[src/rtl/nibble_stream_tx.sv]
// Nibble-serial word transmitter: sends nibbles 0..last_idx of a captured 32-bit word, LSB- or MSB-first.
// Optional NIBBLE_STREAM_TX_BACK2BACK_EN accepts the next word on the final nibble handshake (no idle gap).
module nibble_stream_tx (
    input  logic        clk,
    input  logic        rst,
    input  logic        word_valid,
    output logic        word_ready,
    input  logic [31:0] word,
    input  logic        msb_first,
    input  logic [2:0]  last_idx,
    output logic        nib_valid,
    input  logic        nib_ready,
    output logic [3:0]  nib,
    output logic [2:0]  nib_idx,
    output logic        nib_last,
    output logic        busy
);

    typedef enum logic {IDLE, SEND} state_t;

    state_t      state, state_nxt;
    logic [31:0] word_q;
    logic        msb_q;
    logic [2:0]  last_q;
    logic [2:0]  cnt, cnt_nxt;
    logic        load;
    logic        at_term;

    assign at_term = (cnt == (msb_q ? 3'd0 : last_q));

    // NOTE: every signal driven here gets a default first, so no path can infer a latch.
    always_comb begin
        state_nxt  = state;
        cnt_nxt    = cnt;
        word_ready = 1'b0;
        nib_valid  = 1'b0;
        load       = 1'b0;
        case (state)
            IDLE: begin
                word_ready = !rst;
                if (word_valid && !rst) begin
                    load      = 1'b1;
                    state_nxt = SEND;
                end
            end
            SEND: begin
                nib_valid = 1'b1;
                if (nib_ready) begin
                    if (at_term) begin
`ifdef NIBBLE_STREAM_TX_BACK2BACK_EN
                        word_ready = !rst;
                        if (word_valid && !rst) begin
                            load = 1'b1;
                        end else begin
                            state_nxt = IDLE;
                        end
`else
                        state_nxt = IDLE;
`endif
                    end else begin
                        cnt_nxt = msb_q ? cnt - 3'd1 : cnt + 3'd1;
                    end
                end
            end
            default: state_nxt = IDLE;
        endcase
        if (load) begin
            cnt_nxt = msb_first ? last_idx : 3'd0;
        end
    end

    // NOTE: state registers use non-blocking assignments so all of them update together at the edge.
    always_ff @(posedge clk) begin
        if (rst) begin
            state  <= IDLE;
            cnt    <= 3'd0;
            word_q <= 32'd0;
            msb_q  <= 1'b0;
            last_q <= 3'd0;
        end else begin
            state <= state_nxt;
            cnt   <= cnt_nxt;
            if (load) begin
                word_q <= word;
                msb_q  <= msb_first;
                last_q <= last_idx;
            end
        end
    end

    // Nibble outputs read as zero outside SEND so idle and reset look identical downstream.
    assign busy     = (state == SEND);
    assign nib      = busy ? word_q[{cnt, 2'b00} +: 4] : 4'd0;
    assign nib_idx  = busy ? cnt : 3'd0;
    assign nib_last = busy && at_term;

endmodule

[config.mk]
export PLATFORM = sky130hd
export DESIGN_NAME = nibble_stream_tx
export DESIGN_NICKNAME = d
export VERILOG_FILES = /design/src/rtl/nibble_stream_tx.sv
export SDC_FILE = /design/constraint.sdc
export NUM_CORES = 1
export LEC_CHECK = 0
export ABC_AREA = 1
export BUFFER_PORTS_ARGS = -buffer_cell sky130_fd_sc_hd__buf_2
export CORE_MARGIN = 4
export CORE_UTILIZATION = 52
export DETAILED_ROUTE_END_ITERATION = 10
export PLACE_DENSITY = 0.84
export SYNTH_ARGS = -nofsm -noshare
export SYNTH_HDL_FRONTEND = slang
export SYNTH_SLANG_ARGS = --single-unit
[constraint.sdc]
create_clock -name clk -period 1.7 [get_ports clk]
set_input_delay 0 -clock clk [delete_from_list [all_inputs] [get_ports clk]]
set_output_delay 0 -clock clk [all_outputs]
set_load 0.02 [all_outputs]
* After elaboration in Yosys (flattened, before gate mapping)
Index checks and enable logic that the tools add are counted.
** Storage, ports and cells
- Output and inout port bits :: 11
- Logic and storage cells :: 33
- Bits of input ports :: 40
- Register bits after elaboration :: 40
** Operators by class
- Muxes and demuxes :: 16
- Reductions and logical operators :: 6
- Shift-type cells :: 1
- Bitwise gates (word level) :: 1
- Equal/unequal tests :: 2
- $add $sub $neg :: 2
** Operators by type and width (number)
- $shiftx 32x6->4 :: 1
- $mux 3 :: 8
- $mux 1 :: 6
- $mux 4 :: 1
- $reduce_bool 2->1 :: 2
- $add 3x1->3 const B :: 1
- $eq 3x3->1 :: 1
- $reduce_and 3->1 :: 1
- $sub 3x1->3 const B :: 1
- $logic_and 1x1->1 :: 2
- $ne 2x2->1 const B :: 1
- $pmux 1 s2 :: 1
- $logic_not 1->1 :: 1
- $not 1->1 :: 1

* Depth between registers and ports, before layout
- Depth in word-level cells :: 6
- Gate-level depth with buffers :: 11
- Gate-level depth less buffers :: 11

* Worst setup path before layout
No wires, ideal clock.
- Path kind :: reg2reg
- From :: reg cnt[0]
- To :: reg cnt[2]
- Required time :: 1.586 ns
- Period minus slack after synthesis :: 1.499 ns
- Path buffers :: 1
- Arrival :: 1.385 ns
- Library setup time :: 0.114 ns
- Stages on the path, launching flop included :: 9
- Path slack :: 0.201 ns
- Path through :: dfxtp_1 inv_2 buf_2 fa_1 a21o_1 nand3_1 o21ai_0 a21oi_1 nor2_1
** Between the ends
- Cells in the longest elaborated chain, start to end :: 6
- Elaborated cells between the ends (all ways) :: 10
- Those cells by class :: add/sub (2); eq/ne (2); mux (5); reduce/logical (1)
** Ends and longest elaborated chain
- start, declared :: line 25 : logic [2:0] cnt, cnt_nxt;
- start signal, assigned :: line 82 : cnt <= cnt_nxt;
- $add 3x1->3 / $sub 3x1->3 (equally long branches) :: line 61 : cnt_nxt = msb_q ? cnt - 3'd1 : cnt + 3'd1;
- $mux 3 :: line 61
- $mux 3 :: line 49 : if (at_term) begin
- $mux 3 :: line 48 : if (nib_ready) begin
- $mux 3 :: line 38 : case (state)
- $mux 3 :: line 67 : if (load) begin
Several ways; a longest one is shown, not always the timed one. The select of a mux whose other input is x is not followed.
A chain may end at the register's enable or synchronous reset.

* Final worst setup path
- From :: reg cnt[0]
- To :: out nib[0]
** Between the ends
- Cells in the longest elaborated chain, start to end :: 2
** Ends and longest elaborated chain
- $shiftx 32x6->4 :: line 93 : assign nib = busy ? word_q[{cnt, 2'b00} +: 4] : 4'd0;
- $mux 4 :: line 93
- end, declared :: line 13 : output logic [3:0] nib,
Every way passes these cells.

==> flow_summary.yaml <==
cells_and_area:
  final_cell_area_um2: 2570
  seq_area_um2: 801
  antennaDiodeCount: 0
  final_nets: 385
  multi_input_area_um2: 885
  n_fill_cell: 286
  final_common_cell: "nand2_1"
  layout_common_cells: "nand2_1, buf_2, a21oi_1"
  drive_gt1_frac: 0.229
  syn_to_final_growth_pct: 33.7
min_path:
  min_path_type: "in -> reg"
  hold-path-endpoint: "word_q[26]"
  min_from: "word[26]"
  whs_path_depth: 3
synth:
  synthCells: 272
  synth_xor_area_frac: 0
  seq_area_frac_synth: 0.417
  syn_area_um2: 1920
  post_synth_fa_ha_maj_area_fraction: 0.0104
  ys_warn_count: 0
  synthSimpleGateAreaFrac: 0.210
  syn_area_per_cell_um2: 7.06
  synth_compound_area_frac: 0.240
  synth_top_family_by_area: "compound AO/OA/AOI/OAI gates"
  synth.distinct_cells: 22
  synth.mux.area_fraction: 0
  synth_seq_cells: 40
  synth_nets: 313
floorplanning:
  die_area_um2: 4730
  core_area_um2: 3440
  die_w_um: 68.8
  dieHeight_um: 68.8
  start_util: 0.558
  io_pins: 51
  std_cell_rows: 21
sta:
  slew_violations: 0
  finalHoldViolCount: 0
  setup_violations: 0
  fin_skew_ps: 3.60
  period_needed_ps: 1570
  whs_ps: 3.29
  finalCritPeriodShare: 0.926
  rsz0062_at_grt: "false"
  timing.slew.headroom: 0.775
  fin_tns_setup_ps: 0
  tightest_slew_ps: 338
  fmax_mhz: 635
drt:
  drt-initial-drc-count: 147
  drtPass1Iterations: 5
  ant_nets: 0
  drcViolationCount: 0
  vias: 2011
  viasPerCell: 5.14
  wl_per_cell_um: 12.8
  totalWireLength_um: 5010
placed_design:
  place.gp.congestion: 0.918
  io_buffers: 50
  dpl-instance-area_um2: 2180
  dpl.hpwl_um: 3240
setup_path:
  end_kind: "output pin"
  required_ps: 1700
  cp_max_fo: 20
  cp-startpoint: "cnt[0]"
  rrSetupSlack_ps: 200
  critical_path_class: "reg -> out"
  r2r-start: "msb_q"
  critPathArrivalTime_ps: 1570
  startpoint_type: "flip-flop"
  rr_endpoint: "cnt[2]"
  r2r_cells: 7
power:
  pwr-share-seq: 0.446
  power_frac_clock: 0.355
  ir_worst_vdd_v: 0.000589
  p_leak_nw: 1.22
  p_per_area_nw_per_um2: 921
  p_sw_frac: 0.267
  internal-power_mw: 1.73
  combPwrFrac: 0.199
  power_switching_mw: 0.631
cts:
  htreeDepth: 2
  clock_path_buffers: 2
  root_buffer: "clkbuf_8"
  ctsHoldBuffers: 26
  clk_pin_slew_ps: 80
  cts_resized: 0
  cts_setup_buffers: 0
  clock_latency_ps: 290
  numCtsBuffers: 5
  cts_tree: "built"
  cts_sinks: 40
global_routing:
  antenna_found_initial: 0
  grt_use_total: 0.231
  overflow: 0
  grt_pass1_wl_um: 8030
  grt_pass1_vias: 1795
  grt_start_max_net_pins: 39
run_status:
  status: "completed"
run:
  maxCapViolCount: 0
==> synth_stat cells, drive strengths merged <==
cell | number | area (µm²)
a21o | 1 | 7.51
a21oi | 44 | 220
buf | 16 | 96.3
clkbuf | 3 | 11.3
dfxtp | 40 | 801
fa | 1 | 20.0
inv | 34 | 128
nand2 | 58 | 243
nand3 | 24 | 120
nor2 | 8 | 40.0
o21a | 4 | 30.0
o21ai | 37 | 185
o22ai | 2 | 18.8
==> final cells by class <==
| cell class | instances | area share |
|---|---|---|
| tap | 46 | 0.0224 |
| inverter | 34 | 0.0497 |
| clock inverter | 1 | 0.0117 |
| multi-input combinational | 179 | 0.345 |
| timing repair buffer | 84 | 0.222 |
| clock buffer | 7 | 0.0375 |
| sequential | 40 | 0.312 |
==> state kept, by name (all words and copies together) (netlist names) <==
| register | cells |
|---|---|
| msb_q | 1 |
| last_q | 3 |
| cnt | 3 |
| word_q | 32 |
| busy | 1 |
==> critical path, cell delays in order (launching register included) <==
cell	delay, ps
dfxtp_1	320
buf_4	200
a21oi_1	170
o21ai_0	100
a21oi_1	180
o21a_1	150
buf_2	170
==> per-layer routing <==
metal  global-route usage  vias to the layer above  share of wire
met5                    0                        -              0
met4               0.0779                        0          0.019
met3               0.0665                       13          0.078
met2                0.381                       80           0.48
met1                0.288                      896           0.42
li1                     -                     1022              -
==> stage by stage <==
stage               instances  setup WS, ps   util  power (mW)
finish                    391           126  0.746        2.36
global route              391          38.2  0.746        2.48
CTS                       391           131  0.746        2.37
detailed placement        357           242  0.634        1.49
global placement          357           292  0.634        1.48
floorplan                 272           201      -        1.37
==> how the worst max path moves through the flow <==
stage              to  cells past startpoint
6_report       nib[0]                      6
5_1_grt        nib[0]                      6
4_1_cts        nib[0]                      6
3_5_place_dp   cnt[2]                      7
3_3_place_gp   cnt[1]                      7
2_1_floorplan  cnt[2]                      8
==> logic make-up (layout without fill, tap and decap cells) <==
group | Yosys count | after routing
buffers and inverters | 53 | 126
AOI/OAI and AO/OA | 88 | 88
adders and majority gates | 1 | 1
and+or+nand+nor | 90 | 90
DFF | 40 | 40
==> power by group through the flow <==
| stage | registers, mW | clock network, mW | logic [mW] |
|---|---|---|---|
| CTS | 1.05 | 0.849 | 0.465 |
| global placement | 1.07 | 0 | 0.407 |
| finish | 1.05 | 0.840 | 0.471 |
| detailed placement | 1.07 | 0 | 0.416 |
| floorplan | 1.06 | 0 | 0.313 |
| global route | 1.06 | 0.890 | 0.533 |
Note: power is estimated with default switching activity, not from simulation.
